<file path="src/rtl/i2s_pkg.sv">
// i2s_pkg: shared types and sizes for the I2S transmit/receive blocks
package i2s_pkg;
  typedef enum logic [1:0] {IDLE, LEFT, RIGHT} state_t;
  localparam int I2S_DATA_W = 24;
  localparam int I2S_SLOT_W = 32;
  function automatic int cnt_w(input int slot_w);
    return $clog2(slot_w + 1);
  endfunction
  localparam int I2S_CNT_W = cnt_w(I2S_SLOT_W);
endpackage

</file>
<file path="src/rtl/i2s_edge_sync.sv">
// i2s_edge_sync: N-stage synchroniser for an async pin with rise/fall pulses
module i2s_edge_sync
  import i2s_pkg::*;
#(
  parameter int STAGES = 2
) (
  input  logic clk,
  input  logic rst_n,
  input  logic din,
  output logic level,
  output logic rise,
  output logic fall
);
  logic [STAGES-1:0] sync;
  logic              prev;
  // shift the pin through the synchroniser and keep one delayed copy for edge detect
  always_ff @(posedge clk or negedge rst_n) begin
    if (!rst_n) begin
      sync <= '0;
      prev <= 1'b0;
    end else begin
      sync <= {sync[STAGES-2:0], din};
      prev <= sync[STAGES-1];
    end
  end
  assign level = sync[STAGES-1];
  assign rise  = level & ~prev;
  assign fall  = ~level & prev;
endmodule

</file>
<file path="src/rtl/i2s_dac_tx.sv">
// i2s_dac_tx: serialises stereo sample pairs onto the DAC data pin, slaved to external bck/lrck (option: I2S_DAC_TX_HOLD_LAST_EN replays last pair on underrun)
module i2s_dac_tx
  import i2s_pkg::*;
#(
  parameter int   DATA_W      = I2S_DATA_W,
  parameter int   SLOT_W      = I2S_SLOT_W,
  parameter int   SYNC_STAGES = 2,
  parameter int   I2S_DELAY   = 1,
  parameter logic LEFT_LVL    = 1'b0
) (
  input  logic              clk,
  input  logic              rst_n,
  input  logic              i_bck,
  input  logic              i_lrck,
  input  logic [DATA_W-1:0] i_left,
  input  logic [DATA_W-1:0] i_right,
  input  logic              i_valid,
  output logic              o_ready,
  output logic              o_sdata,
  output logic              o_frame_start,
  output logic              o_underrun
);
  localparam int CNT_W = cnt_w(SLOT_W);
  localparam logic [CNT_W-1:0] DATA_N = CNT_W'(DATA_W);
  localparam logic [CNT_W-1:0] SLOT_N = CNT_W'(SLOT_W);

  logic bck_lvl, bck_rise, bck_fall, lr, lr_rise, lr_fall, unused_edges;
  state_t state;
  logic prev_lr, hold_full, hold_full_nxt, accept, lr_chg, start, start_left;
  logic [CNT_W-1:0] cnt;
  logic [DATA_W-1:0] shreg, act_l, act_r, hold_l, hold_r, miss_l, miss_r, new_l, new_r, word;

  i2s_edge_sync #(.STAGES(SYNC_STAGES)) u_bck (
    .clk(clk), .rst_n(rst_n), .din(i_bck), .level(bck_lvl), .rise(bck_rise), .fall(bck_fall)
  );
  i2s_edge_sync #(.STAGES(SYNC_STAGES)) u_lrck (
    .clk(clk), .rst_n(rst_n), .din(i_lrck), .level(lr), .rise(lr_rise), .fall(lr_fall)
  );
  assign unused_edges = bck_lvl ^ bck_rise ^ lr_rise ^ lr_fall;

`ifdef I2S_DAC_TX_HOLD_LAST_EN
  assign miss_l = act_l;
  assign miss_r = act_r;
`else
  assign miss_l = '0;
  assign miss_r = '0;
`endif

  // slot starts, next active pair and holding-register occupancy
  always_comb begin
    accept        = i_valid & o_ready;
    lr_chg        = lr != prev_lr;
    start         = bck_fall & (state == IDLE ? (lr == LEFT_LVL) & lr_chg : lr_chg);
    start_left    = start & (lr == LEFT_LVL);
    new_l         = hold_full ? hold_l : miss_l;
    new_r         = hold_full ? hold_r : miss_r;
    word          = start_left ? new_l : act_r;
    hold_full_nxt = accept | (hold_full & ~start_left);
  end

  // handshake, slot sequencing and bit shifting, all advanced on detected bck falls
  always_ff @(posedge clk or negedge rst_n) begin
    if (!rst_n) begin
      state         <= IDLE;
      prev_lr       <= LEFT_LVL;
      cnt           <= '0;
      shreg         <= '0;
      act_l         <= '0;
      act_r         <= '0;
      hold_l        <= '0;
      hold_r        <= '0;
      hold_full     <= 1'b0;
      o_ready       <= 1'b0;
      o_sdata       <= 1'b0;
      o_frame_start <= 1'b0;
      o_underrun    <= 1'b0;
    end else begin
      o_frame_start <= start_left;
      o_underrun    <= start_left & ~hold_full;
      hold_full     <= hold_full_nxt;
      o_ready       <= ~hold_full_nxt;
      if (accept) begin
        hold_l <= i_left;
        hold_r <= i_right;
      end
      if (start_left) begin
        act_l <= new_l;
        act_r <= new_r;
      end
      if (bck_fall) begin
        prev_lr <= lr;
        if (start) begin
          state <= start_left ? LEFT : RIGHT;
          if (I2S_DELAY != 0) begin
            shreg   <= word;
            cnt     <= '0;
            o_sdata <= 1'b0;
          end else begin
            shreg   <= word << 1;
            cnt     <= CNT_W'(1);
            o_sdata <= word[DATA_W-1];
          end
        end else if (state != IDLE) begin
          o_sdata <= (cnt < DATA_N) & shreg[DATA_W-1];
          shreg   <= shreg << 1;
          cnt     <= cnt == SLOT_N ? cnt : cnt + 1'b1;
        end
      end
    end
  end
endmodule
</file>
<file path="config.mk">
export PLATFORM = sky130hd
export DESIGN_NAME = i2s_dac_tx
export DESIGN_NICKNAME = d
export VERILOG_FILES = /design/src/rtl/i2s_pkg.sv /design/src/rtl/i2s_edge_sync.sv /design/src/rtl/i2s_dac_tx.sv
export SDC_FILE = /design/constraint.sdc
export NUM_CORES = 1
export LEC_CHECK = 0
export CORE_ASPECT_RATIO = 1.25
export CORE_MARGIN = 2
export CORE_UTILIZATION = 45
export DETAILED_ROUTE_END_ITERATION = 8
export PLACE_DENSITY = 0.66
export SYNTH_ARGS = -nofsm -noshare
export SYNTH_HDL_FRONTEND = slang
export SYNTH_SLANG_ARGS = --single-unit
</file>
<file path="constraint.sdc">
create_clock -name clk -period 3.1 [get_ports clk]
set_clock_uncertainty 0.2 [all_clocks]
set_input_delay 0.31 -clock clk [delete_from_list [all_inputs] [get_ports clk]]
set_output_delay 0.31 -clock clk [all_outputs]
set_load 0.02 [all_outputs]
</file>
==> run_results.csv <==
group,metric,value,unit
run_status,outcome,"completed",
worst_setup_path,setup.worst_path.class,"reg -> reg",
sta,final.setup.tns,0,ns
global_route,overflow,0,
placed_design,finalWeightedCongestion,0.8167,
worst_setup_path,rr_worst_depth,7,
yosys,yosysTopAreaCell,"dfrtp_1",
sta,fin_crit,2.484,ns
yosys,synth_cell_types,36,
floorplan,dieHeight,119.8,µm
sta,setup_violations,0,
floorplan,dieArea,11580,µm²
final_layout,diodes,0,
power,finalPower,0.005936,W
drt,wl_per_cell,15.39,µm
placed_design,dp_hpwl,6.187,mm
worst_setup_path,required,3.16,ns
final_layout,drive_above_1_share,22.93,%
yosys,synth.yosys.seq_area_share,59.60,%
placed_design,portBuffers,56,
floorplan,die_w,96.65,µm
sta,hold-worst-slack,0.1443,ns
floorplan,start_util,45.94,%
worst_setup_path,startpoint_type,"register",
job,cap_violations,0,
sta,fmax,402.6,MHz
worst_hold_path,hold_class,"in -> reg",
floorplan,io_pins,57,
placed_design,pre_cts_ws,0.6697,ns
drt,via_per_inst,5.380,
final_layout,area_growth,24.95,%
final_layout,layout_commonest_cell,"dfrtp_1",
sta,rsz0062_at_grt,"no",
cts,post_cts_buffers,0,
sta,setup_ws,0.6163,ns
sta,worst_pin_slew,1.081,ns
final_layout,fillers,910,
floorplan,design.core.area,10510,µm²
floorplan,row_count,42,
final_layout,seq_area,2878,µm²
global_route,grt_max_degree,58,
drt,firstDrtPassIters,4,
yosys,avgSynthCellArea,11.55,µm²
cts,h-tree-depth,4,
yosys,ys_ff_latch,115,
worst_setup_path,rrSetupSlack,0.62,ns
global_route,grt_pass1_wl,16.33,mm
worst_setup_path,crit_path_end,"act_r[15]$_DFFE_PN0P_",
yosys,synth_top_cells_by_area,"dfrtp_1 60%, mux2_2 11%, nand2_1 6.4%, o21ai_0 5.5%, o21ai_2 4.2%",
drt,num_vias,3314,
yosys,synth_top_area_share,59.60,%
cts,clock_latency,0.41,ns
drt,drt.antenna.violating_nets,0,
global_route,grt_pass1_vias,3353,
worst_setup_path,crit-reg2reg-launch,"u_lrck.sync[1]$_DFF_PN0_",
yosys,mappedNetlistArea,4828,µm²
sta,slew_headroom,27.64,%
yosys,ys_warn_count,0,
yosys,synth.net_count,474,
sta,fin_crit_sh,80.12,%
cts,cts_made_buffers,17,
final_layout,nets,528,
yosys,synth_cells,418,
power,ir_drop,535.7,µV
drt,drt_first_iter_violations,224,
cts,cts_resized,0,
sta,slew_viol_final,0,
cts,clk_pin_slew,0.05,ns
final_layout,mostFrequentLayoutCells,"115 x dfrtp_1, 81 x nand2_1, 55 x clkdlybuf4s50_1",
cts,cts_tree,"done",
drt,route.detailed.drc,0,
worst_setup_path,rr_endpoint,"act_r[15]$_DFFE_PN0P_",
power,p_leak,2.643,nW
cts,max-clock-path-buffers,2,
worst_setup_path,crit_start,"u_lrck.sync[1]$_DFF_PN0_",
final_layout,final_area,6033,µm²
worst_setup_path,endpoint_kind,"register",
global_route,antenna_found_initial,0,
drt,drt_wl_total,9.479,mm
sta,timing.final.hold_violations,0,
worst_setup_path,path_max_fanout,52,
placed_design,dpl_cell_area,5474,µm²
power,p_per_area,983.9,nW/µm²
global_route,track_usage,17.85,%
cts,root_buffer,"clkbuf_16",
final_layout,multi_input_area,1767,µm²
cts,numClockSinks,115,
worst_setup_path,worst_ep_arrival_time,2.55,ns
cts,hold_buffers,1,
state kept, by name, summed over array words and instances (netlist names), 2 cells and up:
| name | count |
|---|---|
| hold_l | 24 |
| u_lrck.sync | 2 |
| act_r | 24 |
| u_bck.sync | 2 |
| state | 2 |
| cnt | 6 |
| hold_r | 24 |
| shreg | 24 |
per-layer routing:
layer / vias to the layer above / GRT usage (%) / routed length (µm)
met5: - / 0 / 0
met4: 0 / 7.042 / 124
met3: 10 / 5.242 / 475
met2: 89 / 28.69 / 4717
met1: 1616 / 22.89 / 4162
li1: 1599 / - / -
Yosys cell counts, drive strengths merged:
cell / count
dfrtp: 115
nand2: 82
o21ai: 80
mux2: 48
a221oi: 22
buf: 18
clkbuf: 14
inv: 5
nor2: 5
a31oi: 3
ha: 3
nand2b: 2
o31ai: 2
o41ai: 2
a21oi: 1
a22oi: 1
and2: 1
and3: 1
mux2i: 1
nand3: 1
nand4: 1
nand4b: 1
nor2b: 1
nor3: 1
nor4: 1
o21a: 1
o22ai: 1
o2bb2ai: 1
or2: 1
or3: 1
or4: 1
worst min-delay path by stage:
| stage | end | startpoint | slack, ns | depth (start not counted) |
|---|---|---|---|---|
| 2_1_floorplan | act_r[0]$_DFFE_PN0P_ | rst_n | -0.19 | 0 |
| 3_3_place_gp | u_bck.sync[1]$_DFF_PN0_ | u_bck.sync[0]$_DFF_PN0_ | 0.14 | 0 |
| 3_5_place_dp | u_lrck.sync[1]$_DFF_PN0_ | u_lrck.sync[0]$_DFF_PN0_ | 0.14 | 0 |
| 4_1_cts | u_bck.sync[0]$_DFF_PN0_ | i_bck | 0.12 | 1 |
| 5_1_grt | u_bck.sync[0]$_DFF_PN0_ | i_bck | 0.13 | 1 |
| 6_report | u_bck.sync[0]$_DFF_PN0_ | i_bck | 0.14 | 1 |
area by class of cell:
type,count,share of cell area [%]
sequential,115,47.70
multi-input combinational,266,29.28
timing repair buffer,67,10.87
clock buffer,26,8.275
tap,132,2.737
clock inverter,5,0.8295
inverter,5,0.3111
stage by stage:
| step | instances | util, % |
|---|---|---|
| after floorplan | 418 | - |
| after global placement | 584 | 52.08 |
| after detailed placement | 584 | 52.08 |
| after CTS | 616 | 57.40 |
| after global routing | 616 | 57.40 |
| final | 616 | 57.40 |
cells by family (layout without fill, tap and decap cells):
kind of cell    count (synthesis)  count (layout)  share of synthesized area, %
flops                         115             115                         59.60
compound gates                114             114                         15.86
simple gates                  100             100                         8.474
mux                            49              49                         11.40
buf+inv                        37             103                         3.887
fa+ha+maj                       3               3                        0.7775
worst max-delay path, stage by stage (launching register included):
cell and delay [ns]:
dfrtp_1 0.35, inv_1 0.08, ha_1 0.34, o21a_1 0.13, or4_2 0.64, buf_4 0.32, nand2_1 0.18, o21ai_2 0.07
power breakdown:
part	internal [W]	switching (W)
clock	0.00117	0.000613
sequential	0.00219	0.000419
combinational	0.000765	0.000772
total	0.00413	0.00180
Note: power is estimated with default switching activity, not from simulation.
==> patch 1 (config.mk and constraints unchanged) <==
The option `I2S_DAC_TX_HOLD_LAST_EN` is turned on by a define.
--- a/src/rtl/i2s_dac_tx.sv
+++ b/src/rtl/i2s_dac_tx.sv
@@ -1,2 +1,4 @@
 // i2s_dac_tx: serialises stereo sample pairs onto the DAC data pin, slaved to external bck/lrck (option: I2S_DAC_TX_HOLD_LAST_EN replays last pair on underrun)
+`define I2S_DAC_TX_HOLD_LAST_EN
+
 module i2s_dac_tx
Formal check against the unedited RTL: no difference found for any inputs over 10 cycles, from zero or initial values and one cycle with rst_n low; that may be too few to reach the edited logic, so the function may still have changed.
==> patch 1 against the unedited design <==
Clock power is 11% higher. Final area up 20%. Total power up 19%. Combinational power grew 25%. Worst setup slack worse by 120 ps. Sequential cell count grew 24. Wire length increased by 13%. Area after synthesis is 23% higher. Largest cell class unchanged.
==> patch 1: results (changes against the unedited design) <==
| Metric | Value |
|---|---|
| Clock buffer depth | `2 (unchanged)` |
| Post-DP HPWL | `6.67 mm (+7.8%)` |
| Worst-margin pin slew | `1090 ps (+6.24 ps)` |
| Synth top area cells | `dfrtp_1 59%, mux2_2 15%, mux2_4 5.1%, mux2i_1 4.0%, a21oi_1 3.9%` |
| Setup TNS | `0 ps (unchanged)` |
| Sequential power share | `44.5% (+0.5 points)` |
| Fin cells | `697 (+13%)` |
| Synth cell types | `33 (-8.3%)` |
| Top_reg_cell synth | `dfrtp_1` |
| Synth Area in Compound Gates | `8.78% (-7.1 points)` |
| P_seq | `3.14 mW (+20%)` |
| Reg2Reg Depth | `9 (+2)` |
| Critical Path AT | `2690 ps (+140 ps)` |
| Global-route wire length before repair | `18.3 mm (+12%)` |
| Status | `complete, no violations` |
| Setup CP Type | `register to register` |
| Clock root cell | `clkbuf_16` |
| Largest net degree at the start of global routing | `122 (+110%)` |
| Portion of netlist area occupied by mux cells | `23.7% (+12 points)` |
| FF-to-FF Start | `u_lrck.sync[1]$_DFF_PN0_` |
| Post-Synth XOR/XNOR Area | `0.147% (+0.15 points)` |
| DR pass1 iterations | `4 (unchanged)` |
| Syn_area_per_cell | `12.9 µm² (+11%)` |
| Proportion of synthesized chip area in sequential cells | `58.6% (-1.0 points)` |
| Fin nets | `573 (+8.5%)` |
| Routed wire length | `10.8 mm (+13%)` |
| CP max-delay cell | `nor3_1` |
| Via Count | `3680 (+11%)` |
| Clock Power | `1.99 mW (+11%)` |
| Layout cell share with drive strength beyond 1 | `27.8% (+4.9 points)` |
| Detailed Route Iter0 Violations | `176 (-21%)` |
| Tot GR Track Use | `16.4% (-1.4 points)` |
| Placed Cells | `665 (+14%)` |
| Hold_buf cts | `1 (unchanged)` |
| Critical Path Fanout Max | `27 (-48%)` |
| Slowest stage delay, CP | `550 ps (-90 ps)` |
| Clk slew on worst S/H paths | `60 ps` |
| P_leak | `3.29 nW (+24%)` |
| CP endpoint | `act_r[5]$_DFFE_PN0P_` |
| Placed cell areas | `6650 µm² (+22%)` |
| Synthesized net count | `518 (+9.3%)` |
| Adder-Cell Fraction of Synth Area | `0.632% (-0.15 points)` |
| Peak VDD IR | `0.000460 V (-14%)` |
| Reg2reg setup slack | `500 ps (-120 ps)` |
| RD Place Congestion | `0.717 (-12%)` |
| Post-synth top cells | `139 x dfrtp_1, 77 x mux2_2, 46 x a21oi_1` |
| Switch Pwr | `2.05 mW (+13%)` |
| Vias in the first global route | `3822 (+14%)` |
-- patch 1: worst min path at each step --
stage / end / slack (ps) / depth (start not counted) / start
floorplan: act_l[0]$_DFFE_PN0P_ / -190 / 0 / rst_n
finish: u_lrck.sync[0]$_DFF_PN0_ / 150 / 1 / i_lrck
global placement: u_bck.sync[1]$_DFF_PN0_ / 140 / 0 / u_bck.sync[0]$_DFF_PN0_
global route: u_bck.sync[0]$_DFF_PN0_ / 140 / 1 / i_bck
detailed placement: u_bck.sync[1]$_DFF_PN0_ / 160 / 0 / u_bck.sync[0]$_DFF_PN0_
CTS: u_lrck.sync[0]$_DFF_PN0_ / 130 / 1 / i_lrck
-- patch 1: area by class of cell --
cell class	instances	area (µm²)
inverters	7	26.3
fillers	1080	5520
clock inverters	10	116
well taps	168	210
clock buffers	21	480
multi-input cells	286	2290
flip-flops and latches	139	3480
repair buffers	66	652
-- patch 1: cells by family (layout without fill, tap and decap cells) --
family,count (synthesis),in the layout
adder cells (fa/ha/maj),3,3
AND/OR/NAND/NOR,72,72
buffers and inverters,37,104
AO/OA/AOI/OAI,89,89
multiplexers,121,121
flip-flops,139,139
XOR/XNOR,1,1
-- patch 1: critical path, delay by kind of cell, from the launching register on --
family / cells / cell delay [ps]
DFF: 1 / 360
and+or+nand+nor: 4 / 840
buffers and inverters: 3 / 490
adders and majority gates: 1 / 200
muxes: 1 / 390
-- patch 1: routing by layer --
metal | vias to the layer above | GRT usage, % | wire length, µm
met1 | 1848 | 20.2 | 4650
li1 | 1746 | - | -
met2 | 67 | 27.7 | 5550
met3 | 19 | 3.45 | 353
met4 | 0 | 7.22 | 205
met5 | - | 0 | 0
==> patch 2 (same settings) <==
Without the edit above. Reset style: synchronous (`rst_n`), changed in 2 clocked blocks. Comments in the files are not updated.
--- a/src/rtl/i2s_edge_sync.sv
+++ b/src/rtl/i2s_edge_sync.sv
@@ -16,3 +16,3 @@
   // shift the pin through the synchroniser and keep one delayed copy for edge detect
-  always_ff @(posedge clk or negedge rst_n) begin
+  always_ff @(posedge clk) begin
     if (!rst_n) begin
--- a/src/rtl/i2s_dac_tx.sv
+++ b/src/rtl/i2s_dac_tx.sv
@@ -61,3 +61,3 @@
   // handshake, slot sequencing and bit shifting, all advanced on detected bck falls
-  always_ff @(posedge clk or negedge rst_n) begin
+  always_ff @(posedge clk) begin
     if (!rst_n) begin
Check against the original RTL: differs if rst_n is asserted again (counterexample within 4 cycles, from zero or initial values and one cycle with rst_n low); with rst_n held inactive, the same outputs for 10 cycles.
==> patch 2 against the unedited design <==
Highest routed layer unchanged. Die area down 1.7%. Worst setup slack better by 220 ps. Largest cell class unchanged. Final area down 1.1%. Area after synthesis is 1.7% lower. Sequential cell count stayed put. Wire length rose by 17%.
Power is not compared: it rests on default switching activity, and its combinational part moved more than twofold at a synthesized area within 25%.
==> patch 2: results (changes against the unedited design) <==
| Metric | Value |
|---|---|
| Critical Path Fanout Max | `24 (-54%)` |
| Detailed Route Iter0 Violations | `248 (+11%)` |
| Top_reg_cell synth | `dfxtp_1` |
| Placed Cells | `696 (+19%)` |
| Synth Warn # | `0 (unchanged)` |
| Clock buffer depth | `2 (unchanged)` |
| Clock root cell | `clkbuf_16` |
| Synthesized net count | `603 (+27%)` |
| Portion of netlist area occupied by mux cells | `0% (-11 points)` |
| Routed wire length | `11.1 mm (+17%)` |
| Fin nets | `642 (+22%)` |
| RD Place Congestion | `0.807 (-1.2%)` |
| Peak VDD IR | `0.000380 V` |
| Slowest stage delay, CP | `330 ps (-310 ps)` |
| Largest net degree at the start of global routing | `50 (-14%)` |
| Post-CTS Setup Repair Bufs | `0 (unchanged)` |
| Mapped Cells | `547 (+31%)` |
| Critical Path AT | `2420 ps (-130 ps)` |
| Layout cell share with drive strength beyond 1 | `8.51% (-14 points)` |
| P_leak | `2.03 nW` |
| Status | `complete, no violations` |
| CP max-delay cell | `ha_1` |
| Post-synth EDFFs | `0 (unchanged)` |
| Clk slew on worst S/H paths | `50 ps (about the same)` |
| Post-synth ARST share | `0% (-100 points)` |
| DR vias/cell | `5.43 (+0.91%)` |
| Synth cell types | `44 (+22%)` |
| Port bufs | `56 (unchanged)` |
| Synth Area in Compound Gates | `23.5% (+7.6 points)` |
| Initial antenna violation count | `0 (unchanged)` |
| Clk_lat worst skew | `410 ps (about the same)` |
| Post-synth top cells | `142 x nand2_1, 115 x dfxtp_1, 49 x a21boi_0` |
| Via Count | `3952 (+19%)` |
| Worst slew margin | `33.3% (+5.7 points)` |
| Proportion of synthesized chip area in sequential cells | `48.5% (-11 points)` |
| Post-DP HPWL | `7.60 mm (+23%)` |
| Global-route wire length before repair | `18.4 mm (+13%)` |
| Inserted Diodes | `0 (unchanged)` |
| Tot GR Track Use | `20.9% (+3.1 points)` |
| Hold Crit Class | `register to register` |
| Vias in the first global route | `3872 (+15%)` |
| DR pass1 iterations | `4 (unchanged)` |
| Post-Synth XOR/XNOR Area | `0.554% (+0.55 points)` |
| Synth top area cells | `dfxtp_1 49%, nand2_1 11%, a21boi_0 7.8%, a22o_1 4.6%, o211ai_1 3.6%` |
| Place WS | `871 ps (+202 ps)` |
| CTS Buf Count | `17 (unchanged)` |
| Adder-Cell Fraction of Synth Area | `0.791% (+0.014 points)` |
| Fillers | `929 (+2.1%)` |
| Resized Gates After CTS | `0 (unchanged)` |
| H-tree levels | `4 (unchanged)` |
patch 2: cell types whose count changed in the layout (fill, tap and decap cells not counted), sizes merged, moves of 48 or more:
| cell | unedited run | this run |
|---|---|---|
| a21boi | 0 | 51 |
| dfrtp | 115 | 0 |
| o21ai | 80 | 32 |
| mux2 | 48 | 0 |
| dfxtp | 0 | 115 |
| nand2 | 82 | 143 |
patch 2: power breakdown:
group	internal (mW)	switching (mW)	total [mW]	leakage [nW]
logic	0.0970	0.0885	0.185	0.776
clock network	1.53	0.676	2.20	0.320
registers	1.52	0.0274	1.54	0.932
patch 2: cell families after synthesis:
group	after synthesis
AOI/OAI and AO/OA	156
xor gates and xnor gates	3
adders and majority gates	3
buffers and inverters	52
DFF	115
and+or+nand+nor	218
patch 2: cell type report:
| type | count | area [µm²] | area share [%] |
|---|---|---|---|
| clock buffers | 19 | 443 | 7.42 |
| well taps | 129 | 161 | 2.70 |
| multi-input cells | 380 | 2170 | 36.4 |
| flip-flops and latches | 115 | 2300 | 38.6 |
| inverters | 4 | 15.0 | 0.252 |
| clock inverters | 13 | 230 | 3.86 |
| repair buffers | 68 | 646 | 10.8 |
patch 2: routing by layer:
layer | part of all wire (%) | GRT usage (%) | vias up
met5 | 0 | 0 | -
met4 | 1.9 | 7.32 | 0
met3 | 3.5 | 5.86 | 17
met2 | 51 | 35.2 | 80
met1 | 44 | 25.2 | 1867
li1 | - | - | 1988
patch 2: path summary, 6_finish.rpt:
check	startpoint	to	slack (ps)	depth (start not counted)
worst max-delay path	u_lrck.sync[1]$_SDFF_PN0_	act_r[23]$_SDFFE_PN0P_	840	8
worst min-delay path	u_bck.sync[0]$_SDFF_PN0_	u_bck.sync[1]$_SDFF_PN0_	230	1
worst min register to register	u_bck.sync[0]$_SDFF_PN0_	u_bck.sync[1]$_SDFF_PN0_	230	1
worst max register to register	u_lrck.sync[1]$_SDFF_PN0_	act_r[23]$_SDFFE_PN0P_	840	8
patch 2: metrics by stage:
stage	cell area, µm²	utilization (%)
6_report	5970	58.5
3_5_place_dp	5290	51.9
3_3_place_gp	5290	51.9
2_1_floorplan	4740	-
5_1_grt	5970	58.5
4_1_cts	5970	58.5
patch 2: worst max-delay path: cells and delay by family (launching register included):
family,cells,cell delay [ps]
flops,1,320
fa+ha+maj,1,330
buf+inv,3,550
compound gates,2,300
simple gates,2,480
